File: config.mk
export PLATFORM = sky130hd
export DESIGN_NAME = fft_frame_serializer
export DESIGN_NICKNAME = d
export VERILOG_FILES = /design/src/rtl/fft_pkg.sv /design/src/rtl/fft_ser_ctrl.sv /design/src/rtl/fft_frame_serializer.sv
export SDC_FILE = /design/constraint.sdc
export NUM_CORES = 1
export LEC_CHECK = 0
export BUFFER_PORTS_ARGS = -buffer_cell sky130_fd_sc_hd__buf_2
export CORE_AREA = 2 2 415 417
export DETAILED_ROUTE_END_ITERATION = 10
export DIE_AREA = 0 0 417 419
export PLACE_DENSITY_LB_ADDON = 0.12
export SLEW_MARGIN = 20
export SYNTH_ARGS = -nofsm -noshare
export SYNTH_HDL_FRONTEND = slang
export SYNTH_HIERARCHICAL = 1
export SYNTH_SLANG_ARGS = --single-unit
File: constraint.sdc
create_clock -name clk -period 21.3 [get_ports clk]
set_input_delay 4.26 -clock clk [delete_from_list [all_inputs] [get_ports clk]]
set_output_delay 4.26 -clock clk [all_outputs]
set_load 0.03 [all_outputs]
File: src/rtl/fft_pkg.sv
// Shared types and constants for the FFT output serializer.
// bitrev() is only referenced when FFT_SER_BITREV_EN is defined.
package fft_pkg;

    localparam int FFT_N_PT = 32;
    localparam int FFT_DW   = 16;
    localparam int FFT_IW   = 5;

    typedef struct packed {
        logic signed [FFT_DW-1:0] re;
        logic signed [FFT_DW-1:0] im;
    } cplx_t;

    typedef enum logic [0:0] {
        IDLE  = 1'b0,
        SHIFT = 1'b1
    } ser_state_t;

    // Reverse the low 'width' bits of idx; upper bits come back as zero.
    function automatic logic [31:0] bitrev(input logic [31:0] idx, input int width);
        logic [31:0] r;
        r = 32'd0;
        for (int i = 0; i < 32; i++) begin
            if (i < width) begin
                r[width-1-i] = idx[i];
            end
        end
        return r;
    endfunction

endpackage

File: src/rtl/fft_ser_ctrl.sv
// Serializer control: IDLE/SHIFT state, beat counter and handshake generation.
module fft_ser_ctrl
    import fft_pkg::*;
#(
    parameter int N_PT = FFT_N_PT,
    parameter int IW   = $clog2(N_PT)
) (
    input  logic          clk,
    input  logic          rst,
    input  logic          in_valid,
    input  logic          out_ready,
    output logic          in_ready,
    output logic          out_valid,
    output logic          out_last,
    output logic          load,
    output logic [IW-1:0] cnt
);

    localparam logic [IW-1:0] CNT_LAST = IW'(N_PT - 1);

    ser_state_t    state_r, state_nxt_s;
    logic [IW-1:0] cnt_r, cnt_nxt_s;
    logic          last_s;

    // State and beat counter registers with synchronous reset.
    always_ff @(posedge clk) begin
        if (rst) begin
            state_r <= IDLE;
            cnt_r   <= {IW{1'b0}};
        end else begin
            state_r <= state_nxt_s;
            cnt_r   <= cnt_nxt_s;
        end
    end

    // Next-state and handshake logic; a last-beat accept may reload in the same cycle.
    always_comb begin
        state_nxt_s = state_r;
        cnt_nxt_s   = cnt_r;
        in_ready    = 1'b0;
        out_valid   = 1'b0;
        last_s      = 1'b0;
        load        = 1'b0;
        case (state_r)
            IDLE: begin
                in_ready = !rst;
                if (in_valid && !rst) begin
                    load        = 1'b1;
                    cnt_nxt_s   = {IW{1'b0}};
                    state_nxt_s = SHIFT;
                end else begin
                    state_nxt_s = IDLE;
                end
            end
            SHIFT: begin
                out_valid = 1'b1;
                last_s    = (cnt_r == CNT_LAST);
                in_ready  = !rst && out_ready && last_s;
                if (out_ready) begin
                    if (last_s) begin
                        cnt_nxt_s = {IW{1'b0}};
                        if (in_valid && !rst) begin
                            load        = 1'b1;
                            state_nxt_s = SHIFT;
                        end else begin
                            state_nxt_s = IDLE;
                        end
                    end else begin
                        cnt_nxt_s = cnt_r + IW'(1);
                    end
                end else begin
                    cnt_nxt_s = cnt_r;
                end
            end
            default: begin
                state_nxt_s = IDLE;
                cnt_nxt_s   = {IW{1'b0}};
            end
        endcase
    end

    assign out_last = last_s;
    assign cnt      = cnt_r;

endmodule

File: src/rtl/fft_frame_serializer.sv
// Captures one parallel complex FFT frame and streams it out one sample per beat.
// Optional macro FFT_SER_BITREV_EN emits lanes in bit-reversed order.
module fft_frame_serializer
    import fft_pkg::*;
#(
    parameter int N_PT = FFT_N_PT,
    parameter int DW   = FFT_DW,
    parameter int IW   = $clog2(N_PT)
) (
    input  logic                   clk,
    input  logic                   rst,
    input  logic                   in_valid,
    output logic                   in_ready,
    input  logic [N_PT*DW-1:0]     in_r,
    input  logic [N_PT*DW-1:0]     in_i,
    output logic                   out_valid,
    input  logic                   out_ready,
    output logic signed [DW-1:0]   out_r,
    output logic signed [DW-1:0]   out_i,
    output logic [IW-1:0]          out_idx,
    output logic                   out_last
);

    logic signed [DW-1:0] re_r [N_PT];
    logic signed [DW-1:0] im_r [N_PT];
    logic                 load_s;
    logic [IW-1:0]        cnt_s;
    logic [IW-1:0]        sel_s;

    fft_ser_ctrl #(
        .N_PT (N_PT),
        .IW   (IW)
    ) u_ctrl (
        .clk       (clk),
        .rst       (rst),
        .in_valid  (in_valid),
        .out_ready (out_ready),
        .in_ready  (in_ready),
        .out_valid (out_valid),
        .out_last  (out_last),
        .load      (load_s),
        .cnt       (cnt_s)
    );

    // Frame registers: cleared on reset, loaded whole on an accepted frame.
    always_ff @(posedge clk) begin
        if (rst) begin
            for (int k = 0; k < N_PT; k++) begin
                re_r[k] <= {DW{1'b0}};
                im_r[k] <= {DW{1'b0}};
            end
        end else if (load_s) begin
            for (int k = 0; k < N_PT; k++) begin
                re_r[k] <= in_r[k*DW +: DW];
                im_r[k] <= in_i[k*DW +: DW];
            end
        end
    end

`ifdef FFT_SER_BITREV_EN
    assign sel_s = IW'(bitrev(32'(cnt_s), IW));
`else
    assign sel_s = cnt_s;
`endif

    // Outputs select purely from registered state, so stalls hold them stable.
    assign out_r   = re_r[sel_s];
    assign out_i   = im_r[sel_s];
    assign out_idx = sel_s;

endmodule
==> run_results.csv, run 1 <==
group,metric,value,unit
outcome,outcome,"finished clean",
timing,period_needed,10.45,ns
global_route,grt_pass1_wl,255000,um
placement,dpl.hpwl,139000,um
power_and_ir_drop,peakVddDrop,0.0000679,V
synthesis,synthesis.area,0.0468,mm2
detailed_routing,drc_errors,0,
synthesis,synthAdderAreaFrac,0.000534,
layout,layout-drive-gt1-share,0.294,
placement,place.gp.congestion,0.845,
job,drv_cap,0,
floorplanning,core,0.171,mm2
global_route,grt_use_total,0.212,
placement,portBuffers,1067,
timing,worst_pin_slew,1.42,ns
detailed_routing,vias,31400,
power_and_ir_drop,pwr-share-seq,0.486,
timing,fin_ws,10.85,ns
global_route,antenna_found_initial,204,
synthesis,avgSynthCellArea,14.0,um2
timing,tns,0,ns
synthesis,yosys-top-cells-area,"edfxtp_1 66%, mux2i_1 11%, and2_1 7.7%",
layout,num-fill-cells,17100,
floorplanning,rows,152,
floorplanning,die-area,0.175,mm2
timing,finalSetupViolations,0,
clock_network,cts_max_level,4,
global_route,grt_pass1_vias,31200,
detailed_routing,dr.pass1.iters,7,
min_path,hold_class,"register to register",
floorplanning,die_w,417,um
synthesis,synth_top_family_by_area,"simple AND/OR/NAND/NOR gates",
timing,skew,0.0288,ns
detailed_routing,drtIter0Drc,2562,
floorplanning,pin_count,1068,
timing,fin_crit_sh,0.491,
layout,synthToLayoutAreaGrowth,25.0,%
power_and_ir_drop,p_int,3.79,mW
power_and_ir_drop,p_comb_frac,0.080,
timing,hold_slack,0.664,ns
clock_network,numCtsBuffers,132,
worst_setup_path,critPathKind,"register to output pin",
clock_network,cts_hold_buffers,0,
worst_setup_path,critical_path_required,17.04,ns
timing,rsz0062_at_grt,"false",
worst_setup_path,cp_max_fo,121,
global_route,grt_max_degree,183,
synthesis,synthesis.nets,4385,
detailed_routing,final_antenna_net_count,0,
detailed_routing,via_per_inst,4.65,
timing,slew_viol_final,0,
clock_network,cts_max_path_buffers,3,
worst_setup_path,start_kind,"register",
clock_network,cts.clk_slew.worst_paths,0.05,ns
placement,dp_slack,11.41,ns
synthesis,yosys.area.top_type,"edfxtp_1",
timing,slew_headroom,0.0552,
worst_setup_path,cp.arrival,6.19,ns
power_and_ir_drop,p_sw_frac,0.242,
synthesis,ys_types,31,
clock_network,clock-sinks,1030,
synthesis,synth-simple-area-share,0.161,
power_and_ir_drop,p_leak,21.9,nW
synthesis,synth.top_cell.area_share,0.657,
detailed_routing,routedWlPerCell,28.3,um
detailed_routing,wirelength,191000,um
floorplanning,dieHeight,419,um
synthesis,synth_xor_area_frac,0,
power_and_ir_drop,p_clk_frac,0.433,
timing,fmax,95.7,MHz
synthesis,yosys_warnings,6,
synthesis,ys_ff_latch,1030,
global_route,grt-ovfl-total,0,
clock_network,postCtsResizedCells,0,
worst_setup_path,end_kind,"output pin",
timing,hold_viol,0,
layout,final_nets,5396,
synthesis,syn-instance-count,3355,
synthesis,ys_seq_area_frac,0.659,
clock_network,worstSkewPairLatency,0.78,ns
power_and_ir_drop,total_power,5.00,mW
power_and_ir_drop,p_per_area,85.4,mW/mm2
synthesis,synthMuxAreaShare,0.110,
power_and_ir_drop,netSwitchingPower,1.21,mW
clock_network,cts-root-buf,"clkbuf_16",
synthesis,synth_compound_area_frac,0.0435,
clock_network,cts_setup_buffers,0,
floorplanning,initial_core_util,0.274,
clock_network,cts_tree,"yes",
## power groups by stage
stage	Combinational, mW	Sequential, mW	Clock, mW
global placement	0.412	2.47	0
global route	0.437	2.44	2.30
CTS	0.414	2.43	2.23
floorplan	0.195	2.51	0
detailed placement	0.412	2.47	0
finish	0.402	2.43	2.17
## cell type report
cell class / count / area, um2 / area share
timing repair buffer: 1118 / 5800 / 0.0990
tap: 2233 / 2790 / 0.0477
sequential: 1030 / 30900 / 0.528
clock inverter: 78 / 663 / 0.0113
clock buffer: 158 / 3460 / 0.0592
antenna: 48 / 120 / 0.00205
multi-input combinational: 2084 / 14800 / 0.253
## sequential cells by signal (all words and copies together) (netlist names)
signal,cells
u_ctrl/state_r,1
u_ctrl/cnt,5
re_r,512
im_r,512
## per-stage QoR
| stage | instance area [um2] | cells | util |
|---|---|---|---|
| finish | 58500 | 6749 | 0.343 |
| CTS | 58400 | 6701 | 0.342 |
| global placement | 54300 | 6465 | 0.318 |
| floorplan | 46800 | 3355 | - |
| global route | 58500 | 6731 | 0.343 |
| detailed placement | 54300 | 6465 | 0.318 |
## metal layers
layer	GRT usage	vias up	wire length [um]
met5	0	-	19
met4	0.0669	2	6660
met3	0.0315	481	7760
met2	0.375	1200	97500
met1	0.265	15400	79000
li1	-	14300	-
## cell families (layout without fill, tap and decap cells)
kind of cell | after synthesis | count (layout)
muxes | 514 | 514
adders and majority gates | 2 | 2
other | 0 | 48
and+or+nand+nor | 1272 | 1272
AOI/OAI and AO/OA | 296 | 296
DFF | 1030 | 1030
buffers and inverters | 241 | 1354
## layout by cell type (no fill, tap or decap), types with 96 or more instances in the layout
master / count
a21oi_1: 98
nor2b_1: 448
nand2_1: 98
clkbuf_16: 134
edfxtp_1: 1024
nand3_1: 97
and2_1: 578
a22oi_1: 96
buf_2: 1066
mux2i_1: 513
## cells in the mapped netlist
library cell,instances
edfxtp_1,1024
and2_1,579
mux2i_1,513
nor2b_1,451
clkbuf_1,150
nand2_1,99
a21oi_1,98
nand3_1,97
a22oi_1,96
a22o_1,64
buf_2,34
buf_4,33
a31oi_1,32
nor3_1,32
buf_6,16
buf_1,6
dfxtp_1,6
nor2_1,6
nand2b_1,3
a32oi_1,2
clkbuf_4,2
ha_1,2
or2_2,2
a21boi_0,1
a311oi_1,1
a311oi_2,1
a41oi_2,1
and3_1,1
and3b_4,1
mux2_4,1
nand3b_1,1
## critical path, stage by stage, from the launching register on
cell     delay, ns
dfxtp_4       0.97
buf_4         0.87
buf_4         0.85
buf_12        0.72
mux2i_1       0.19
a22o_1        0.27
nor3_1        0.48
a31oi_1       0.21
nand3_1       0.28
buf_2         0.26
## final timing paths
kind | start | endpoint | slack, ns | cells after the start
setup / recovery | u_ctrl/cnt[1] | out_r[8] | 10.85 | 9
hold / removal | u_ctrl/cnt[0] | u_ctrl/cnt[0] | 0.66 | 2
setup reg to reg | u_ctrl/cnt[1] | im_r[29][11] | 13.45 | 12
hold reg to reg | u_ctrl/cnt[0] | u_ctrl/cnt[0] | 0.66 | 2
No activity file was read; power rests on OpenSTA's default activity.
==> run 2: changes to the inputs <==
- clock period: 21.3 -> 9.8 ns (I/O delays scaled with it)
==> run 2 against run 1 <==
Wire length up 0.22%; worst setup slack worse by 7.6 ns; worst hold slack better by 0.019 ns; clock-buffer cell count down 6; sequential share of layout area up 0.29 points; critical path depth down 2; final area down 0.54%; core utilization down 0.19 points; first-iteration DRC count down 2.9%; largest power group unchanged; non-clock buffer count up 4; combinational power up 120%; critical endpoint is now out_i[11]; total power up 110%.
==> run_results.csv, run 2 (synthesis results as in run 1) <==
group,metric,value,unit
power_and_ir_drop,total_power,10.5,mW
detailed_routing,drc_errors,0,
detailed_routing,routedWlPerCell,28.5,um
power_and_ir_drop,peakVddDrop,0.000141,V
worst_setup_path,critical_path_required,7.84,ns
timing,skew,0.0227,ns
placement,placed_cell_area,0.0544,mm2
worst_setup_path,critPathKind,"register to output pin",
floorplanning,core,0.171,mm2
layout,fin_util,0.341,
clock_network,cts_setup_buffers,0,
detailed_routing,drtIter0Drc,2488,
clock_network,worstSkewPairLatency,0.75,ns
global_route,grt-ovfl-total,0,
floorplanning,dieHeight,419,um
layout,final_common_cell,"buf_2",
timing,hold_viol,0,
power_and_ir_drop,p_int,8.00,mW
min_path,hold_class,"register to register",
placement,dp_cells,6469,
timing,worst_pin_slew,1.05,ns
clock_network,numCtsBuffers,121,
detailed_routing,vias,31400,
timing,slew_headroom,0.302,
worst_setup_path,start_kind,"register",
layout,multi_input_area,0.0148,mm2
layout,layout-drive-gt1-share,0.292,
clock_network,cts_max_path_buffers,3,
layout,final_nets,5389,
layout,synthToLayoutAreaGrowth,24.3,%
layout,layout_common_cells,"1066 x buf_2, 1024 x edfxtp_1, 577 x and2_1",
worst_setup_path,crit_chain,"buf_12, mux2i_1, a22o_1, nor3_1, a31oi_1, nand3_1, buf_2",
layout,regArea,0.0309,mm2
global_route,grt_pass1_wl,254000,um
layout,num-fill-cells,17100,
layout,final_area,0.0582,mm2
worst_setup_path,slowest_delay,0.85,ns
power_and_ir_drop,p_comb_frac,0.085,
clock_network,cts_tree,"yes",
global_route,antenna_found_initial,178,
placement,place.gp.congestion,0.854,
detailed_routing,dr.pass1.iters,5,
clock_network,cts.clk_slew.worst_paths,0.06,ns
placement,dpl.hpwl,141000,um
detailed_routing,wirelength,191000,um
timing,hold_slack,0.682,ns
global_route,grt_pass1_vias,31200,
clock_network,postCtsResizedCells,0,
timing,fmax,154,MHz
outcome,outcome,"finished clean",
clock_network,clock-sinks,1030,
worst_setup_path,crit_path_top_delay_cell,"dfxtp_4",
worst_setup_path,cp.arrival,4.55,ns
placement,portBuffers,1067,
power_and_ir_drop,p_clk_frac,0.414,
timing,finalSetupViolations,0,
power_and_ir_drop,pwr-share-seq,0.501,
layout,layoutNonFillerInstCount,6717,
clock_network,cts_hold_buffers,0,
power_and_ir_drop,p_per_area,181,mW/mm2
job,drv_cap,0,
detailed_routing,final_antenna_net_count,0,
worst_setup_path,end_kind,"output pin",
power_and_ir_drop,p_leak,21.8,nW
timing,tns,0,ns
global_route,grt_max_degree,188,
timing,slew_viol_final,0,
power_and_ir_drop,netSwitchingPower,2.53,mW
global_route,grt_use_total,0.211,
placement,dp_slack,4.04,ns
detailed_routing,via_per_inst,4.67,
worst_setup_path,cp_max_fo,97,
timing,rsz0062_at_grt,"false",
clock_network,cts-root-buf,"clkbuf_16",
timing,fin_ws,3.29,ns
floorplanning,die-area,0.175,mm2
power_and_ir_drop,p_sw_frac,0.240,
timing,period_needed,6.51,ns
floorplanning,initial_core_util,0.274,
floorplanning,die_w,417,um
clock_network,cts_max_level,3,
floorplanning,pin_count,1068,
worst_setup_path,timing.reg2reg.setup_slack,4.75,ns
timing,fin_crit_sh,0.664,
floorplanning,rows,152,
[run 2: changes by cell type in the layout (fill, tap and decap cells not counted), moves of 2 or more]
cell,delta
clkbuf_8,-2
buf_4,-4
a31oi_2,-2
clkbuf_1,+7
clkbuf_16,-11
inv_16,-3
buf_12,+8
clkinv_1,-6
a31oi_1,+2
diode_2,-18
clkinv_16,-2
[run 2: path summary, 6_finish.rpt]
check / start / to / cells past startpoint
worst max-delay path: u_ctrl/cnt[1] / out_i[11] / 7
worst min-delay path: u_ctrl/cnt[0] / u_ctrl/cnt[0] / 2
worst max register to register: u_ctrl/cnt[1] / re_r[1][13] / 10
worst min register to register: u_ctrl/cnt[0] / u_ctrl/cnt[0] / 2
[run 2: power groups by stage]
stage / Clock [mW] / Sequential [mW] / Combinational, mW
CTS: 4.46 / 5.28 / 0.921
floorplan: 0 / 5.39 / 0.427
global placement: 0 / 5.37 / 0.918
detailed placement: 0 / 5.36 / 0.917
finish: 4.36 / 5.27 / 0.896
global route: 4.61 / 5.30 / 0.972
[run 2: worst max-delay path: cells and delay by family (launching register included)]
family	cells	cell delay [ns]
AOI/OAI and AO/OA	2	0.61
buffers and inverters	2	0.92
DFF	1	0.85
muxes	1	0.17
and+or+nand+nor	2	1.06
[run 2: final cells by class]
cell class | instances | share of cell area
antenna | 30 | 0.00129
clock buffer | 152 | 0.0547
clock inverter | 66 | 0.00907
multi-input combinational | 2084 | 0.255
sequential | 1030 | 0.530
tap | 2233 | 0.0480
timing repair buffer | 1122 | 0.102
[run 2: per-layer routing]
| metal | vias to the layer above | track usage | share of wire |
|---|---|---|---|
| li1 | 14200 | - | - |
| met1 | 15500 | 0.265 | 0.42 |
| met2 | 1139 | 0.375 | 0.51 |
| met3 | 466 | 0.0338 | 0.044 |
| met4 | 8 | 0.0575 | 0.035 |
| met5 | - | 0 | 0.00023 |
==> run 3: changes to the inputs <==
- ABC_AREA: unset -> 1
- CORE_AREA: 2 2 415 417 -> 2 2 417 419
- DIE_AREA: 0 0 417 419 -> 0 0 419 421
- clock period: 9.8 -> 5.7 ns (I/O delays scaled with it)
==> run 3 against run 2 <==
Synthesized area is 7.0% higher; clock skew up 0.0048 ns; first-iteration DRC count is 32% higher; worst hold slack got worse by 0.10 ns; sequential cell count unchanged; sequential share of layout area fell by 2.6 points; wire length up 9.8%; die area increased by 0.96%; non-clock buffer count up 20.
==> run_results.csv, run 3 <==
group,metric,value,unit
synthesis,ys_ff_latch,1030,
worst_setup_path,cp_max_fo,136,
worst_setup_path,crit_path_frequent_cell,"nand2_1",
timing,hold_viol,0,
synthesis,avgSynthCellArea,8.85,um2
placement,portBuffers,1067,
layout,layout_common_cells,"1447 x nand2_1, 1066 x buf_2, 1030 x inv_1",
synthesis,synth.top_cell.area_share,0.614,
detailed_routing,drc_errors,0,
worst_setup_path,crit_chain,"clkinv_16, buf_12, nand2_1, nand3_1, nand3_1, nand2_1, nand2_1, nand2_1, nand2_1, nand2_1, buf_2",
power_and_ir_drop,p_per_area,308,mW/mm2
worst_setup_path,end_kind,"output pin",
synthesis,synthesis.area,0.0501,mm2
global_route,grt-ovfl-total,0,
global_route,grt_pass1_vias,40700,
job,drv_cap,0,
synthesis,yosys-top-cells-area,"edfxtp_1 61%, nand2_1 11%, inv_1 7.7%",
worst_setup_path,cp.arrival,3.76,ns
worst_setup_path,slowest_delay,0.63,ns
floorplanning,dieHeight,421,um
synthesis,synth-edff-count,1024,
clock_network,cts_hold_buffers,0,
floorplanning,rows,153,
timing,fin_ws,0.798,ns
worst_setup_path,critical_path_required,4.56,ns
layout,layoutNonFillerInstCount,9026,
global_route,grt_use_total,0.231,
detailed_routing,routedWlPerCell,23.3,um
detailed_routing,via_per_inst,4.52,
timing,period_needed,4.90,ns
floorplanning,die_w,419,um
detailed_routing,drtIter0Drc,3272,
layout,final_nets,7625,
layout,layout-drive-gt1-share,0.198,
outcome,outcome,"finished clean",
worst_setup_path,start_kind,"register",
layout,final_common_cell,"nand2_1",
clock_network,worstSkewPairLatency,0.75,ns
global_route,grt_pass1_wl,290000,um
floorplanning,die-area,0.176,mm2
floorplanning,pin_count,1068,
clock_network,cts_setup_buffers,0,
synthesis,yosys_warnings,6,
detailed_routing,wirelength,210000,um
placement,dp_cells,8799,
clock_network,cts_max_level,3,
global_route,antenna_found_initial,13,
detailed_routing,vias,40800,
placement,dpl.hpwl,153000,um
synthesis,yosys.area.top_type,"edfxtp_1",
global_route,grt_max_degree,164,
timing,slew_headroom,0.272,
detailed_routing,final_antenna_net_count,0,
worst_setup_path,crit_buf_inv,3,
synthesis,synth_commonest_cells,"1450 x nand2_1, 1032 x inv_1, 1026 x nor2_1",
synthesis,yosysMostFrequentCell,"nand2_1",
timing,worst_pin_slew,1.09,ns
synthesis,ys_seq_area_frac,0.616,
timing,fmax,204,MHz
floorplanning,initial_core_util,0.290,
timing,rsz0062_at_grt,"false",
synthesis,syn-instance-count,5663,
clock_network,postCtsResizedCells,0,
worst_setup_path,critPathKind,"register to output pin",
worst_setup_path,crit_path_top_delay_cell,"dfxtp_4",
clock_network,cts.clk_slew.worst_paths,0.05,ns
placement,place.gp.congestion,0.863,
synthesis,synthesis.nets,6693,
min_path,hold_class,"register to register",
placement,dp_slack,1.55,ns
clock_network,cts_tree,"yes",
layout,synthToLayoutAreaGrowth,22.1,%
synthesis,ys_types,26,
floorplanning,core,0.172,mm2
clock_network,numCtsBuffers,119,
synthesis,ys.flop_type,"edfxtp_1",
timing,skew,0.0275,ns
synthesis,synth_async_sr_flop_share,0,
power_and_ir_drop,peakVddDrop,0.000251,V
clock_network,cts-root-buf,"clkbuf_16",
timing,fin_crit_sh,0.860,
timing,slew_viol_final,0,
clock_network,clock-sinks,1030,
worst_setup_path,cp_top_family,"simple AND/OR/NAND/NOR gates",
clock_network,cts_max_path_buffers,3,
power_and_ir_drop,p_leak,29.8,nW
worst_setup_path,timing.reg2reg.setup_slack,2.09,ns
detailed_routing,dr.pass1.iters,5,
timing,finalSetupViolations,0,
==> run 3: cell count changes in the layout (fill, tap and decap cells not counted), sizes merged, moves of 451 or more <==
cell   before   now
nor2b     451     0
nor2        6  1027
inv         5  1037
mux2i     513     0
and2      579     0
nand3      97   774
nand2      99  1451
==> run 3: final timing paths <==
kind / startpoint / end / depth (start not counted)
max reg2reg: u_ctrl/cnt[3] / re_r[15][12] / 9
max: u_ctrl/cnt[0] / out_i[4] / 11
min: u_ctrl/cnt[1] / u_ctrl/cnt[1] / 2
min reg2reg: u_ctrl/cnt[1] / u_ctrl/cnt[1] / 2
==> run 3: cell families after synthesis <==
logic type	count (synthesis)	share of synthesized area
AO/OA/AOI/OAI	8	0.000799
adder cells (fa/ha/maj)	2	0.000499
buffers and inverters	1367	0.119
flip-flops	1030	0.616
AND/OR/NAND/NOR	3256	0.264
==> run 3: routing by layer <==
metal	up-vias	share of wire	GRT usage	wire length [um]
met5	-	0.00024	0	51
met3	345	0.041	0.0261	8570
met4	8	0.060	0.121	12700
met2	1289	0.51	0.409	107000
li1	19500	-	-	-
met1	19700	0.39	0.273	81700
==> run 3: power breakdown <==
group          total [mW]  switching (mW)  internal, mW
combinational        2.10            1.45         0.652
clock                7.65            3.30          4.35
sequential           9.07           0.156          8.91
==> run 3: per-stage QoR <==
step | TNS [ns] | hold slack [ns] | instance area (um2) | total power, mW | util
floorplan | -3780.27 | 0.558 | 50100 | 10.4 | -
global placement | 0 | 0.556 | 57300 | 11.4 | 0.332
detailed placement | 0 | 0.566 | 57300 | 11.4 | 0.332
CTS | 0 | 0.584 | 61200 | 19.0 | 0.355
global route | 0 | 0.611 | 61200 | 19.5 | 0.355
finish | 0 | 0.579 | 61200 | 18.8 | 0.355
==> run 3: area by class of cell <==
| type | count | area, um2 |
|---|---|---|
| clock buffers | 142 | 3090 |
| flip-flops and latches | 1030 | 30900 |
| diodes | 3 | 7.51 |
| multi-input cells | 3266 | 13300 |
| fillers | 18400 | 111000 |
| clock inverters | 82 | 753 |
| inverters | 1036 | 3930 |
| repair buffers | 1142 | 6290 |
| well taps | 2325 | 2910 |
==> run 3: worst min-delay path, cell delays in order (launching register included) <==
cell     delay (ns)
dfxtp_4        0.39
nand3_1        0.09
a21oi_1        0.05
